$ cat config.mk
export PLATFORM = sky130hd
export DESIGN_NAME = pipelined_adder
export DESIGN_NICKNAME = d
export VERILOG_FILES = /design/src/rtl/pipelined_adder.sv
export SDC_FILE = /design/constraint.sdc
export NUM_CORES = 1
export LEC_CHECK = 0
export ABC_AREA = 1
export CAP_MARGIN = 20
export CORE_UTILIZATION = 45
export DETAILED_ROUTE_END_ITERATION = 10
export PLACE_DENSITY = 0.85
export SLEW_MARGIN = 10
export SYNTH_ARGS = -nofsm -noshare
export SYNTH_HDL_FRONTEND = slang
export SYNTH_SLANG_ARGS = --single-unit
$ cat constraint.sdc
create_clock -name clk -period 1.9 [get_ports clk]
set_input_delay 0.19 -clock clk [delete_from_list [all_inputs] [get_ports clk]]
set_output_delay 0.19 -clock clk [all_outputs]
set_load 0.005 [all_outputs]
$ cat src/rtl/pipelined_adder.sv
// pipelined_adder: WIDTH-bit adder computing {c, s} = a + b + cin in STAGES equal chunks,
// one chunk per register stage, with the inter-chunk carry registered between stages.
// The last stage register is the output register, so latency is STAGES cycles and
// throughput is one result per cycle. Full valid/ready backpressure with bubble collapsing.
//
// Ports:
//   clk, rst_n            clock (rising edge), asynchronous active-low reset
//   in_valid / in_ready   operand handshake (in_ready is combinational from out_ready)
//   a, b, cin             operands and carry in
//   out_valid / out_ready result handshake
//   s, c, ovf             sum, carry out of MSB, signed overflow
module pipelined_adder #(
    parameter int unsigned WIDTH  = 8,
    parameter int unsigned STAGES = 2
) (
    input  logic             clk,
    input  logic             rst_n,
    input  logic             in_valid,
    output logic             in_ready,
    input  logic [WIDTH-1:0] a,
    input  logic [WIDTH-1:0] b,
    input  logic             cin,
    output logic             out_valid,
    input  logic             out_ready,
    output logic [WIDTH-1:0] s,
    output logic             c,
    output logic             ovf
);

    localparam int unsigned CW   = WIDTH / STAGES;
    localparam int unsigned LAST = STAGES - 1;

    if ((WIDTH < 1) || (STAGES < 1) || ((WIDTH % STAGES) != 0)) begin : g_param_check
        $error("pipelined_adder: WIDTH must be >= 1 and a multiple of STAGES >= 1");
    end

    // Stage k holds: valid, carry out of chunk k, full operands (upper chunks still to be
    // added, MSBs needed for ovf) and the sum with chunks 0..k filled in.
    logic [STAGES-1:0] v_q, v_d, c_q, c_d, load;
    logic [WIDTH-1:0]  a_q [STAGES];
    logic [WIDTH-1:0]  b_q [STAGES];
    logic [WIDTH-1:0]  s_q [STAGES];
    logic [WIDTH-1:0]  a_d [STAGES];
    logic [WIDTH-1:0]  b_d [STAGES];
    logic [WIDTH-1:0]  s_d [STAGES];

    // What each stage would load: the input port for stage 0, the previous stage otherwise.
    logic [STAGES-1:0] src_v, src_c;
    logic [WIDTH-1:0]  src_a [STAGES];
    logic [WIDTH-1:0]  src_b [STAGES];
    logic [WIDTH-1:0]  src_s [STAGES];
    logic [CW:0]       chunk [STAGES];

    // A stage loads when it is empty or its downstream neighbour is loading from it;
    // this lets bubbles collapse and keeps full-pipe throughput at one per cycle.
    always_comb begin : p_load
        load       = '0;
        load[LAST] = !v_q[LAST] || out_ready;
        for (int k = int'(STAGES) - 2; k >= 0; k--) begin
            load[k] = !v_q[k] || load[k+1];
        end
    end

    always_comb begin : p_src
        src_v = '0;
        src_c = '0;
        for (int k = 0; k < int'(STAGES); k++) begin
            src_a[k] = '0;
            src_b[k] = '0;
            src_s[k] = '0;
        end
        src_v[0] = in_valid;
        src_c[0] = cin;
        src_a[0] = a;
        src_b[0] = b;
        for (int k = 1; k < int'(STAGES); k++) begin
            src_v[k] = v_q[k-1];
            src_c[k] = c_q[k-1];
            src_a[k] = a_q[k-1];
            src_b[k] = b_q[k-1];
            src_s[k] = s_q[k-1];
        end
    end

    always_comb begin : p_next
        v_d = '0;
        c_d = '0;
        for (int k = 0; k < int'(STAGES); k++) begin
            chunk[k] = {1'b0, src_a[k][k*CW +: CW]} + {1'b0, src_b[k][k*CW +: CW]}
                     + {{CW{1'b0}}, src_c[k]};
            v_d[k]   = src_v[k];
            c_d[k]   = chunk[k][CW];
            a_d[k]   = src_a[k];
            b_d[k]   = src_b[k];
            s_d[k]   = src_s[k];
            s_d[k][k*CW +: CW] = chunk[k][CW-1:0];
        end
    end

    always_ff @(posedge clk or negedge rst_n) begin : p_regs
        if (!rst_n) begin
            v_q <= '0;
            c_q <= '0;
            for (int k = 0; k < int'(STAGES); k++) begin
                a_q[k] <= '0;
                b_q[k] <= '0;
                s_q[k] <= '0;
            end
        end else begin
            for (int k = 0; k < int'(STAGES); k++) begin
                if (load[k]) begin
                    v_q[k] <= v_d[k];
                    // Data only moves with a valid item, so a bubble never disturbs it.
                    if (v_d[k]) begin
                        c_q[k] <= c_d[k];
                        a_q[k] <= a_d[k];
                        b_q[k] <= b_d[k];
                        s_q[k] <= s_d[k];
                    end
                end
            end
        end
    end

    assign in_ready  = load[0];
    assign out_valid = v_q[LAST];
    assign s         = s_q[LAST];
    assign c         = c_q[LAST];
    assign ovf       = (a_q[LAST][WIDTH-1] == b_q[LAST][WIDTH-1])
                    && (s_q[LAST][WIDTH-1] != a_q[LAST][WIDTH-1]);

endmodule
==> Word-level counts from Yosys, hierarchy flattened <==
Index checks and enable logic that the tools add are counted.
{ "op_classes": {"n_reduce_logical": 7, "add_sub_neg": 4, "eq_ne": 2} }
{ "ops": {"columns": ["operator", "count"], "rows": [
  ["adder 4 x 4 -> 5 bit", 2],
  ["adder 5 x 1 -> 5 bit", 2],
  ["AND reduction 2 bit", 2],
  ["zero test 1 bit", 2],
  ["logical OR 1 bit", 2],
  ["== test 1 bit", 1],
  ["logical AND 1 bit", 1],
  ["!= test 1 bit", 1]
]} }
{ "word_totals": {"word_cells": 23, "input_bits": 21, "ff_bits": 48} }

==> Depth between registers and ports, before layout <==
{ "depth": {"word_depth": 4, "mapped_depth": 7, "ltp_nobuf": 6} }

==> Least setup slack after synthesis <==
OpenSTA, ideal clock, no wires.
{ "synth_path": {"kind": "register to register", "startpoint": "register c_q[0]", "endpoint": "register s_q (netlist bit s[5])", "setup_ps": 76, "n_path_buf": 0, "arrival_ps": 1415, "stages_incl_launch_ff": 5, "synth_period_minus_slack_ps": 1491, "setup_slack_ps": 409, "path_cell_list": "dfrtp_1 > fa_1 > inv_1 > fa_1 > o21ai_1"} }
{ "synth_via": {"elab_chain_len": 1} }
{ "synth_lines": {"columns": ["element", "line_no", "rtl"], "rows": [
  ["from (decl)", "39", "logic [STAGES-1:0] v_q, v_d, c_q, c_d, load;"],
  ["from (signal, indexed assignment)", "115", "c_q[k] <= c_d[k];"],
  ["adder 5 x 1 -> 5 bit", "90", "+ {{CW{1'b0}}, src_c[k]};"],
  ["to (signal, indexed assignment)", "118", "s_q[k] <= s_d[k];"],
  ["to (decl)", "42", "logic [WIDTH-1:0] s_q [STAGES];"]
]} }
Every way passes these cells.
A chain may end at the register's enable or synchronous reset.

==> Worst setup path in the final report <==
{ "layout_path": {"startpoint": "register s_q (netlist bit s[7])", "endpoint": "output ovf"} }
{ "layout_via": {"elab_chain_len": 2} }
{ "layout_lines": {"columns": ["element", "line_no", "rtl"], "rows": [
  ["!= test 1 bit", "130", "&& (s_q[LAST][WIDTH-1] != a_q[LAST][WIDTH-1]);"],
  ["logical AND 1 bit", "130", null],
  ["to (decl)", "27", "output logic ovf"]
]} }
Every way passes these cells.

==> results.md <==
* Status: finished clean
* Max-slew headroom at 78.7%
* Final Total Pwr at 1.81 mW
* Area leader, netlist: dfrtp_1
* Post-cts gate resize count at 0
* Num ports at 33
* Layout net count at 218
* Postcts setup bufs at 0
* Share of flip-flops with an asynchronous set or reset at 100%
* Worst Setup SP: s[7]$_DFFE_PN0P_
* Synth top area share at 48.8%
* Drt drc at 0
* Post-synthesis register bit count at 26
* Startpoint types: flip-flop
* Slew Viols, Final at 0
* Final Critical Period at 1740 ps
* CTS Root Buffer Type: clkbuf_4
* CTS sink cnt at 26
* Final Hold Fails at 0
* Core area at 0.00278 sq mm
* Port bufs at 32
* Fmax at 575 MHz
* RSZ-0062 raised after global routing: false
* Top area cells in the synthesized netlist: dfrtp_1 49%, nand2_1 17%, fa_1 6.0%, ha_1 5.6%, inv_1 4.5%
* Worst-Skew Late Latency at 330 ps
* Slew @ Worst Pin at 319 ps
* GRT Overall Usage at 20.1%
* Syn_nets at 183
* Crit. End Element: output port
* Die height at 56.4 um
* Arrival time at the worst endpoint at 1550 ps
* Seq/Total Area, Yosys at 48.8%
* Crit-path max FO at 3
* Synth Cell Area at 0.00133 sq mm
* N_diodes at 0
* Placed Instance Area at 0.00167 sq mm
* Rows at 19
* Initial antenna violation count at 0
* Commonest cells post-synth: 59 x nand2_1, 26 x dfrtp_1, 16 x inv_1
* Setup_tns at 0 ps
* Routed wire length at 2.75 mm
* Antenna Nets Post-Route at 0
* Syn_area_per_cell at 8.77 sq um
* Setup Skew at 10.0 ps
* Area grow syn2layout at 29.5%
* Total leakage power at 0.869 nW
* Cts hold-fix bufs at 0
* CTS tree: done
* DP Worst Slack at 6.36 ps
* Most used cell, CP: nor2_1
* Share of cells above drive strength 1 at 7.53%
* HP Class: in2async
* Final setup margin at 162 ps
* CP max stage delay at 510 ps
* Max cap viols at 0
* Pwr per Cell Area at 1050 mW/mm^2
* Worst-path clk slew at 140 ps
* Pin count of the biggest net entering global routing at 27
* Cell with the most instances after synthesis: nand2_1
* Unique masters post-synth at 19
* Cells after Synth at 152
* Drt via density at 5.13
* Number of enable flip-flop cells after synthesis at 0
* Pre-antenna DRT Iters at 4
* Vias in the first global route at 1238
* HPWL after DPL at 2.12 mm
* Die area at 0.00318 sq mm
* Ys Warns at 0
* Crit path kind: reg2out
* Iteration-0 DRC Markers at 40
* Vias at 1114
* Final period util at 91.5%
* GRT overflow at 0
* Post-route cell area at 0.00173 sq mm
* R2R Path Start: a_d[4]$_DFFE_PN0P_
* VDD IR max at 0.666 mV
* Global-route wire length before repair at 4.92 mm
* Setup Viol. Count Final at 0
* Die width at 56.4 um
* CP required at 1710 ps
* Worst-path cell chain: inv_1 > nor2_1 > nor2_1 > a21oi_1 > clkdlybuf4s50_1
* Clock Tree Buf Depth at 2
* H-Tree Depth at 1
* Dominant synthesized flop cell: dfrtp_1
* Total CTS buffers at 3
* CP max stage cell: clkdlybuf4s50_1
* Initial Utilization at 47.9%
* Placer congestion estimate at 0.870
* Routed WL per cell at 12.7 um
routing by layer:
layer  vias up  share of wire, %  routed length, um  global-route usage, %
met5         -                 0                  0                      0
met1       518                39               1070                   20.5
met2        47                53               1470                   37.6
li1        542                 -                  -                      -
met4         0               3.1                 85                   14.3
met3         7               4.6                126                   2.30
flip-flops by register name (all words and copies together), names as in the netlist:
signal / flops
s: 8
b_q: 1
c_q: 2
s_d: 4
v_q: 2
a_d: 4
a_q: 1
b_d: 4
worst paths after layout:
kind	to	slack, ps	depth (start not counted)
worst max-delay path	ovf	160	5
worst min-delay path	s[6]$_DFFE_PN0P_	200	2
worst max register to register	c_q[1]$_DFFE_PN0P_	290	6
worst min register to register	s[3]$_DFFE_PN0P_	490	2
max in group asynchronous	s[2]$_DFFE_PN0P_	1460	2
min in group clk	b_d[6]$_DFFE_PN0P_	370	3
cell type report:
| type | count | area (sq um) |
|---|---|---|
| fill | 233 | 1060 |
| clock inverter | 1 | 30.0 |
| clock buffer | 3 | 22.5 |
| timing repair buffer | 33 | 328 |
| inverter | 18 | 70.1 |
| sequential | 26 | 651 |
| multi-input combinational | 105 | 586 |
| tap | 31 | 38.8 |
worst max-delay path, delay by kind of cell (launching register included):
kind                   cells  cell delay [ps]
buffers and inverters      2              570
DFF                        1              390
and+or+nand+nor            2              130
AOI/OAI and AO/OA          1              120
placed cells by master (no fill, tap or decap), drive strengths merged:
cell           instances
fa                     4
nand2                 61
inv                   18
nor2                   6
dfrtp                 26
clkdlybuf4s50         32
bufinv                 1
nand3                  9
clkbuf                 3
buf                    1
a21oi                  5
xor2                   2
o21ai                 12
ha                     6
cell families after synthesis:
family          count (synthesis)  share of synthesized area, %
fa+ha+maj                      10                          11.6
xor+xnor                        2                          1.31
buf+inv                        21                          7.23
compound gates                 17                          7.23
simple gates                   76                          23.8
flops                          26                          48.8
stage by stage:
step / util (%) / std cells / hold slack, ps
after global routing: 62.0 / 217 / 210
after floorplan: - / 152 / -106
after global placement: 60.1 / 213 / 458
after detailed placement: 60.1 / 213 / 459
after CTS: 62.0 / 217 / 211
final: 62.0 / 217 / 197
power by group:
group          internal [mW]  switching [mW]  leakage [nW]
registers              0.697          0.0892         0.318
logic                  0.340           0.296         0.523
clock network          0.214           0.170        0.0279
total                   1.25           0.555         0.869
(Power assumes the default switching activity.)
==> variant (same flow settings) <==
Set the parameter `WIDTH` to 10 (it was 8).
--- a/src/rtl/pipelined_adder.sv
+++ b/src/rtl/pipelined_adder.sv
@@ -11,5 +11,5 @@
 //   s, c, ovf             sum, carry out of MSB, signed overflow
 module pipelined_adder #(
-    parameter int unsigned WIDTH  = 8,
+    parameter int unsigned WIDTH  = 10,
     parameter int unsigned STAGES = 2
 ) (
Interface: changed (resized a, b and s); port bits go from 33 to 39. No check against the original RTL was run, so the function may have changed too.
==> variant against the original RTL <==
Sequential power up 20%. Total power up 27%. First-iteration DRC count grew 78%. Final area up 27%. Sequential cell count up 5. Setup slack better by 0.090 ns. Area after synthesis up 25%. Wire length is 15% higher. Die area up 24%. Largest power group unchanged.
==> variant: results (changes against the original RTL) <==
via_per_inst: 4.704  # -8.4%
cts-buffers-inserted: 5  # +2
crit_path_start: "a[0]"
worstReg2RegStart: "c_q[0]"
grt_pass1_vias: 1266  # +2.3%
drive_above_1_share: 0.08163  # +0.006364
dpl.hpwl_mm: 2.363  # +11%
status: "finished, final reports clean"
grt_max_degree: 32  # +19%
grtUsageMet2: 0.2935  # -0.08237
pre_cts_ws_ns: -0.03102  # -0.03739 ns
portBuffers: 38  # +19%
synth_cell_type_count: 22  # +3
wl_per_cell_um: 10.84  # -15%
dp_cells: 283  # +33%
dpl_cell_area_mm2: 0.002086  # +25%
drt_iter0_drc: 71  # +78%
multiInputGateArea_um2: 743.2  # +27%
syn_inst: 200  # +32%
crit_path_max_incr_delay_ns: 0.46  # -0.05 ns
peakVddDrop_mv: 0.3757  # -44%
clk_pin_slew_ns: 0.06  # -0.08 ns
cts.root.buffer_cell: "clkbuf_8"
instances_no_fill: 291  # +34%
synth_common_cells: "nand2_1 (81), dfrtp_1 (31), inv_1 (25), nand3_1 (12), o21ai_0 (10)"
-- variant: changes by cell type after synthesis, moves of 2 or more --
| cell | delta |
|---|---|
| o21ai_2 | -2 |
| xor2_1 | -2 |
| nor2_1 | +2 |
| inv_1 | +9 |
| ha_1 | +2 |
| o21ai_0 | +4 |
| nand3_1 | +5 |
| nand2_1 | +22 |
| o21ai_1 | -3 |
| dfrtp_1 | +5 |
-- variant: worst paths after layout --
kind | endpoint | slack, ns | cells past startpoint
worst min-delay path | s[8] | 0.29 | 2
worst max-delay path | s_d[4] | 0.25 | 11
min in group clk | b_d[8] | 0.43 | 3
worst min register to register | s[0] | 0.47 | 2
max in group asynchronous | a_d[6] | 1.33 | 2
worst max register to register | s[9] | 0.30 | 9
-- variant: cells by family (layout without fill, tap and decap cells) --
group / after synthesis / in the layout / share of synthesized area
AND/OR/NAND/NOR: 108 / 108 / 0.2788
flip-flops: 31 / 31 / 0.4672
buffers and inverters: 31 / 76 / 0.08515
AO/OA/AOI/OAI: 18 / 18 / 0.06029
adder cells (fa/ha/maj): 12 / 12 / 0.1085
-- variant: routing by layer --
metal  wire length (µm)  vias to the layer above
met5                  0                        -
met4                 64                        0
met3                141                        6
met2               1448                       37
met1               1500                      619
li1                   -                      707
-- variant: layout make-up --
type                            instances  share of cell area
Timing Repair Buffer                   41              0.1843
Clock buffer                            8             0.04579
Sequential cell                        31              0.3549
Multi-Input combinational cell        138              0.3400
Inverter                               27             0.04865
Tap cell                               46             0.02633
-- variant: report_power, final --
group	internal, W	total (W)	leakage (nW)	switching, W
Clock	0.000330	0.000572	0.0515	0.000242
Combinational	0.000422	0.000782	0.699	0.000361
Sequential	0.000835	0.000946	0.377	0.000112
